--- src/rtl/mdu_iter.sv ---
// Iterative MIPS multiply/divide unit holding the architectural HI/LO registers.
// Latency: MULT/MULTU/DIV/DIVU take 33 cycles (busy E0..E33, done the cycle after); MTHI/MTLO take effect at the next edge.
// Backpressure: start is ignored while busy=1; the core stalls on busy before issuing or reading HI/LO.
module mdu_iter #(
  parameter int WIDTH = 32
) (
  input  logic             clk,
  input  logic             rst_n,
  input  logic             start,
  input  logic [2:0]       op,
  input  logic [WIDTH-1:0] A,
  input  logic [WIDTH-1:0] B,
  output logic             busy,
  output logic             done,
  output logic [WIDTH-1:0] HI,
  output logic [WIDTH-1:0] LO
);

  localparam int CW = (WIDTH > 1) ? $clog2(WIDTH) : 1;

  typedef enum logic [1:0] {IDLE, MUL, DIV, FIX} state_t;

  state_t             state;
  logic [CW-1:0]      counter;
  // Shared accumulator: product for multiply, {remainder, quotient} for divide
  logic [2*WIDTH-1:0] acc;
  logic [WIDTH-1:0]   opb;      // multiplicand or divisor magnitude
  logic [WIDTH-1:0]   a_orig;   // raw rs, returned in HI on divide by zero
  logic               sa;
  logic               sb;
  logic               is_div;
  logic               dz;

  // Operand magnitudes; signed ops take |x|, and 0x80000000 maps to itself as unsigned
  logic [WIDTH-1:0] abs_a;
  logic [WIDTH-1:0] abs_b;
  assign abs_a = (!op[0] && A[WIDTH-1]) ? -A : A;
  assign abs_b = (!op[0] && B[WIDTH-1]) ? -B : B;

  // Shift-add step: conditionally add multiplicand to the upper half, carry kept for the shift
  logic [WIDTH:0] mul_sum;
  assign mul_sum = {1'b0, acc[2*WIDTH-1:WIDTH]} + (acc[0] ? {1'b0, opb} : '0);

  // Restoring step: bring in the next dividend bit and trial-subtract the divisor
  logic [WIDTH:0] div_shift;
  logic [WIDTH:0] div_diff;
  assign div_shift = {acc[2*WIDTH-1:WIDTH], acc[WIDTH-1]};
  assign div_diff  = div_shift - {1'b0, opb};

  // Sign correction applied when results are committed
  logic [2*WIDTH-1:0] prod_fix;
  logic [WIDTH-1:0]   quo_fix;
  logic [WIDTH-1:0]   rem_fix;
  assign prod_fix = (sa ^ sb) ? -acc : acc;
  assign quo_fix  = (sa ^ sb) ? -acc[WIDTH-1:0] : acc[WIDTH-1:0];
  assign rem_fix  = sa ? -acc[2*WIDTH-1:WIDTH] : acc[2*WIDTH-1:WIDTH];

  // Control FSM, datapath iteration and HI/LO commit
  always_ff @(posedge clk or negedge rst_n) begin
    if (!rst_n) begin
      state   <= IDLE;
      counter <= '0;
      acc     <= '0;
      opb     <= '0;
      a_orig  <= '0;
      sa      <= 1'b0;
      sb      <= 1'b0;
      is_div  <= 1'b0;
      dz      <= 1'b0;
      busy    <= 1'b0;
      done    <= 1'b0;
      HI      <= '0;
      LO      <= '0;
    end else begin
      done <= 1'b0;
      case (state)
        IDLE: begin
          if (start) begin
            case (op)
              3'b100: HI <= A;
              3'b101: LO <= A;
              3'b000, 3'b001, 3'b010, 3'b011: begin
                sa      <= !op[0] && A[WIDTH-1];
                sb      <= !op[0] && B[WIDTH-1];
                is_div  <= op[1];
                dz      <= (B == '0);
                a_orig  <= A;
                counter <= '0;
                busy    <= 1'b1;
                if (op[1]) begin
                  acc   <= {{WIDTH{1'b0}}, abs_a};
                  opb   <= abs_b;
                  state <= DIV;
                end else begin
                  acc   <= {{WIDTH{1'b0}}, abs_b};
                  opb   <= abs_a;
                  state <= MUL;
                end
              end
              default: ;
            endcase
          end
        end
        MUL: begin
          acc     <= {mul_sum, acc[WIDTH-1:1]};
          counter <= counter + 1'b1;
          if (counter == CW'(WIDTH - 1)) state <= FIX;
        end
        DIV: begin
          if (!div_diff[WIDTH])
            acc <= {div_diff[WIDTH-1:0], acc[WIDTH-2:0], 1'b1};
          else
            acc <= {div_shift[WIDTH-1:0], acc[WIDTH-2:0], 1'b0};
          counter <= counter + 1'b1;
          if (counter == CW'(WIDTH - 1)) state <= FIX;
        end
        FIX: begin
          if (!is_div) begin
            {HI, LO} <= prod_fix;
          end else if (dz) begin
            LO <= '1;
            HI <= a_orig;
          end else begin
            LO <= quo_fix;
            HI <= rem_fix;
          end
          busy  <= 1'b0;
          done  <= 1'b1;
          state <= IDLE;
        end
        default: state <= IDLE;
      endcase
    end
  end

endmodule

--- config.mk ---
export PLATFORM = sky130hd
export DESIGN_NAME = mdu_iter
export DESIGN_NICKNAME = d
export VERILOG_FILES = /design/src/rtl/mdu_iter.sv
export SDC_FILE = /design/constraint.sdc
export NUM_CORES = 1
export LEC_CHECK = 0
export BUFFER_PORTS_ARGS = -buffer_cell sky130_fd_sc_hd__buf_2
export CAP_MARGIN = 10
export CORE_AREA = 2 2 188 190
export CTS_BUF_LIST = sky130_fd_sc_hd__clkbuf_4 sky130_fd_sc_hd__clkbuf_8
export CTS_CLUSTER_SIZE = 40
export DETAILED_ROUTE_END_ITERATION = 8
export DIE_AREA = 0 0 190 192
export GPL_TIMING_DRIVEN = 1
export PLACE_DENSITY_LB_ADDON = 0.25
export SLEW_MARGIN = 20
export SYNTH_ARGS = -nofsm -noshare
export SYNTH_HDL_FRONTEND = slang
export SYNTH_SLANG_ARGS = --single-unit
--- constraint.sdc ---
create_clock -name clk -period 3.4 [get_ports clk]
set_clock_uncertainty 0.2 [all_clocks]
set_input_delay 0.68 -clock clk [delete_from_list [all_inputs] [get_ports clk]]
set_output_delay 0.68 -clock clk [all_outputs]
set_load 0.05 [all_outputs]
* Word level (Yosys, flattened, before mapping)
Cells that the tools add are included.
Operators by class: add/sub/neg operators 8, equal/unequal tests 14, muxes and demuxes 34, bitwise gates (word level) 1, reductions and logical operators 18
Operators with widths (count):
- $mux W32 | 15
- $mux W64 | 4
- $pmux W64 S3 | 1
- $neg A32 Y32 | 4
- $pmux W32 S2 | 2
- $neg A64 Y64 | 1
- $add A32 B32 Y33 | 1
- $sub A33 B32 Y33 | 1
- $logic_not A32 Y1 | 1
- $reduce_and A3 Y1 | 7
- $mux W5 | 2
- $pmux W5 S2 | 1
- $mux W2 | 4
- $ne A2 B1 Y1 const B | 4
- $eq A3 B2 Y1 const B | 2
- $eq A3 B3 Y1 const B | 2
- $pmux W2 S3 | 1
- $add A5 B1 Y5 const B | 1
- $eq A5 B5 Y1 const B | 1
- $eq A2 B2 Y1 const B | 2
- $reduce_bool A2 Y1 | 2
- $reduce_or A4 Y1 | 1
- $eq A3 B1 Y1 const B | 1
- $logic_not A3 Y1 | 1
- 10 further kinds | 13
Storage, ports and cells: register bits after elaboration 205, input bits 70, output and inout port bits 66

* Longest topological paths before layout
word-level depth 7, gate-level depth with buffers 14

* Least setup slack after synthesis
Ideal clock, no wire load.
path kind flip-flop to flip-flop, start register acc[31], end register acc[37], setup time 142 ps, data arrival time 3005 ps, required time 3058 ps, path slack 53 ps, cell stages (with the launch flop) 14, buffers on the path 1, clock period less this slack 3347 ps, cell sequence dfrtp_1 > inv_1 > ha_1 > fa_1 > nor2b_1 > o31ai_1 > a2111oi_0 > nor2_1 > o221ai_2 > a31oi_1 > xnor2_2 > buf_4 > mux2i_1 > o221ai_1
On the way: cells in the longest elaborated chain, start to end 3
Ends and longest elaborated chain:
- start, declared | RTL line 26 | logic [2*WIDTH-1:0] acc;
- start signal, assigned | RTL line 91 | acc <= {{WIDTH{1'b0}}, abs_a};
- start signal, assigned | RTL line 95 | acc <= {{WIDTH{1'b0}}, abs_b};
- start signal, assigned | RTL line 105 | acc <= {mul_sum, acc[WIDTH-1:1]};
- $sub A33 B32 Y33 | RTL line 48 | assign div_diff = div_shift - {1'b0, opb};
- $mux W64 | RTL line 110 | if (!div_diff[WIDTH])
- $pmux W64 S3 | RTL line 76 | case (state)
No other way between the ends. A chain may end at the register's enable or synchronous reset.

* Final worst setup path
start register acc[32], end register acc[63]
On the way: cells in the longest elaborated chain, start to end 3, elaborated cells between the ends (all ways) 4, those cells by class add/sub (2); mux (2)
Ends and longest elaborated chain (RTL line):
- $sub A33 B32 Y33 | 48
- $mux W64 | 110
- $pmux W64 S3 * | 76
Every way passes the cells marked *; elsewhere a longest branch is shown, timed or not.

==> metrics.md <==
| Metric | Value |
|---|---|
| Least-Margin Pin Slew | `0.935 ns` |
| DR iter-0 viols | `1772` |
| Final hold vios | `0` |
| Post-DP Area | `0.0195 mm^2` |
| Async set-reset flop share out of synthesis | `1.00` |
| Synth-to-Final Area Change | `21.7%` |
| Placed Instances | `2874` |
| Simple-Gate Fraction of Synth Area | `0.200` |
| Synth Net Count | `2362` |
| Max Cap Viol | `0` |
| CTS sink count | `205` |
| Top_reg_cell synth | `dfrtp_1` |
| Die H | `192 um` |
| Clock Path Buffers | `3` |
| Total die area | `0.0365 mm^2` |
| DP HPWL | `51300 um` |
| PortBufs | `135` |
| CTS tree | `built` |
| Global Route Usage Sum | `0.361` |
| Status | `completed` |
| Synth Area in Adders | `0.0575` |
| Flop and latch count out of synthesis | `205` |
| Mux contribution to synthesized area | `0.0317` |
| DR pass1 iterations | `6` |
| Power, Total | `26300 uW` |
| Tmin final | `3.33 ns` |
| Fmax | `300 MHz` |
| Clock transition at the registers of the reported paths | `0.06 ns` |
| Buf/Inv on CP | `0` |
| Startpoint Class | `register` |
| Min-Delay Path Depth | `3` |
| Mapped Area | `0.0170 mm^2` |
| Post-synthesis sequential area ratio | `0.301` |
| Syn_area_per_cell | `7.69 um^2` |
| Fin cells | `2955` |
| Worst Setup End Kind | `register` |
| CP required | `3.68 ns` |
| Pins over their slew limit | `0` |
| PD cells | `1270 mW/mm^2` |
| Remaining DRCs | `0` |
| Commonest non-fill, non-tap cells in the layout | `301 x nand2_1, 221 x buf_4, 209 x o21ai_0` |
| Final Util | `0.604` |
| CP max-delay cell | `dfrtp_1` |
| Core ar. | `0.0343 mm^2` |
| CP Cell Sequence | `ha_1, nor2b_1, o31ai_2, a31oi_2, a41o_1, a2111oi_2, nor2_2, o2111ai_1, mux2_2, o221ai_1` |
| Vias | `18631` |
| Initial core utilization | `0.496` |
| Leakage | `0.00952 uW` |
| Synth Warn # | `0` |
| Gpl congestion | `0.984` |
| Worst min path class | `in2reg` |
| Die X | `190 um` |
| Initial antenna violation count | `0` |
| Routed WL per cell | `22.9 um` |
| Top delay family on crit path | `compound AO/OA/AOI/OAI gates` |
| Global route overflow | `0` |
| Final cycle utilization of the critical path | `0.979` |
| Complex-gate fraction of the synthesized area | `0.268` |
| Pin count of the biggest net entering global routing | `79` |
| Root Buffer | `clkbuf_8` |
| Antenna Cells | `0` |
| Most common cell after layout, fill and taps aside | `nand2_1` |
| Via density per instance | `6.30` |
| Count of mapped cells out of synthesis | `2215` |
| Largest family of logic cells by synthesized area | `compound AO/OA/AOI/OAI gates` |
| Slew margin rel. | `0.373` |
| First-pass GRT wire length | `102000 um` |
| Worst path max stage delay | `0.43 ns` |
| Total CTS buffers | `40` |
| Post-synth EDFFs | `0` |
| Max IR drop VDD | `1170 uV` |
| Row count | `68` |
| R2r worst-path depth | `10` |
| Critical path arrival | `3.61 ns` |
| Routed WL | `67600 um` |
| Post-route cell area | `0.0207 mm^2` |
| Routed Antenna Nets | `0` |
| Post-synthesis xor/xnor area fraction | `0.0889` |
| Crit Path Category | `reg2reg` |
| Layout cell share with drive strength beyond 1 | `0.205` |
| IO Pins | `136` |
| Worst-Skew Late Latency | `0.57 ns` |
| Finish-stage setup viols | `0` |
| Worst Path Max Fanout | `4` |
| Crit. path cell count | `10` |
| Count of different cell masters after synthesis | `82` |
| Nets | `2616` |
| H-tree depth | `2` |
| Number of global-route vias before repair | `17806` |
## worst paths after layout
path                            slack [ns]          to     from
max in group asynchronous             1.61  a_orig[25]    rst_n
min in group asynchronous             0.45     acc[48]    rst_n
worst max register to register        0.07     acc[63]  acc[32]
worst min register to register        0.27      LO[19]   LO[19]
worst min-delay path                  0.23  a_orig[26]    A[26]
worst max-delay path                  0.07     acc[63]  acc[32]
## registers in the layout, summed over array words and instances (netlist names)
signal,count
counter,5
a_orig,32
dz,1
done,1
acc,64
sb,1
sa,1
LO,32
is_div,1
state,2
opb,32
HI,32
busy,1
## area by class of cell
cell class,instances,area [um^2]
Clock buffer,62,785
Sequential cell,205,5130
Multi-Input combinational cell,1779,11300
Timing Repair Buffer,367,2520
Clock inverter,11,139
Tap cell,455,569
Fill cell,3092,13600
Inverter,76,285
## metrics by stage
stage	setup slack, ns	hold WS (ns)	setup TNS, ns
6_report	0.0698	0.234	0
5_1_grt	-0.0544	0.227	-0.183
4_1_cts	0.0377	0.212	0
3_5_place_dp	-0.0540	0.263	-0.276
3_3_place_gp	-0.00540	0.259	-0.00540
2_1_floorplan	0.0528	0.184	0
## layer usage
layer,share of wire,track usage
met4,0.069,0.216
met5,0,0
met1,0.39,0.458
met3,0.093,0.0696
met2,0.45,0.572
## synth_stat cells (4+ instances only)
| cell | number | area share |
|---|---|---|
| nand2_1 | 304 | 0.067 |
| o21ai_0 | 212 | 0.062 |
| nor2_1 | 209 | 0.046 |
| dfrtp_1 | 205 | 0.30 |
| a21oi_1 | 188 | 0.055 |
| clkbuf_1 | 130 | 0.029 |
| xnor2_1 | 96 | 0.049 |
| ha_1 | 75 | 0.055 |
| inv_1 | 75 | 0.017 |
| xor2_1 | 75 | 0.039 |
| nor3_1 | 58 | 0.017 |
| mux2i_1 | 46 | 0.027 |
| a22oi_1 | 42 | 0.019 |
| o22ai_1 | 39 | 0.014 |
| a31oi_1 | 30 | 0.011 |
| o221ai_1 | 29 | 0.015 |
| nand3_1 | 28 | 0.0082 |
| and3_1 | 26 | 0.0096 |
| a21o_1 | 23 | 0.010 |
| o211ai_1 | 21 | 0.0093 |
| a221o_1 | 20 | 0.012 |
| nand2b_1 | 18 | 0.0066 |
| o21a_1 | 17 | 0.0075 |
| o31ai_1 | 17 | 0.0075 |
| or4_1 | 16 | 0.0071 |
| a211oi_1 | 14 | 0.0062 |
| nor2b_1 | 13 | 0.0048 |
| buf_1 | 12 | 0.0026 |
| nand4_1 | 12 | 0.0044 |
| nor4_1 | 11 | 0.0040 |
| or3_1 | 11 | 0.0040 |
| o41ai_1 | 10 | 0.0051 |
| and2_1 | 8 | 0.0029 |
| buf_2 | 8 | 0.0024 |
| a2111oi_0 | 7 | 0.0036 |
| mux2_2 | 7 | 0.0046 |
| o2111ai_1 | 7 | 0.0036 |
| or2_2 | 7 | 0.0026 |
| a22o_1 | 6 | 0.0031 |
| nor3b_1 | 5 | 0.0022 |
| nor4b_1 | 5 | 0.0026 |
| o21ai_1 | 5 | 0.0015 |
| o21bai_1 | 5 | 0.0022 |
| o31a_1 | 4 | 0.0021 |
## power breakdown
part / leakage (uW) / switching [uW] / total (uW) / internal [uW]
clock network: 0.000484 / 1210 / 2910 / 1700
registers: 0.00260 / 975 / 4530 / 3560
logic: 0.00643 / 11800 / 18900 / 7130
## cell families (layout without fill, tap and decap cells)
group / Yosys count / after routing
xor gates and xnor gates: 172 / 172
adders and majority gates: 77 / 77
AOI/OAI and AO/OA: 728 / 728
muxes: 53 / 53
DFF: 205 / 205
and+or+nand+nor: 749 / 749
buffers and inverters: 231 / 516
## what timing repair did
item	CTS	global route
hold buffers	1	0
hold endpoints to repair	53	0
endpoints found under the setup margin	27	40
pin swaps	4	21
setup buffers	2	5
gates resized for setup	12	42
cloned	0	0
## worst min-delay path, delay by kind of cell
family	cells	cell delay [ns]
simple gates	2	0.12
buf+inv	1	0.17
No activity file was read; power rests on OpenSTA's default activity.
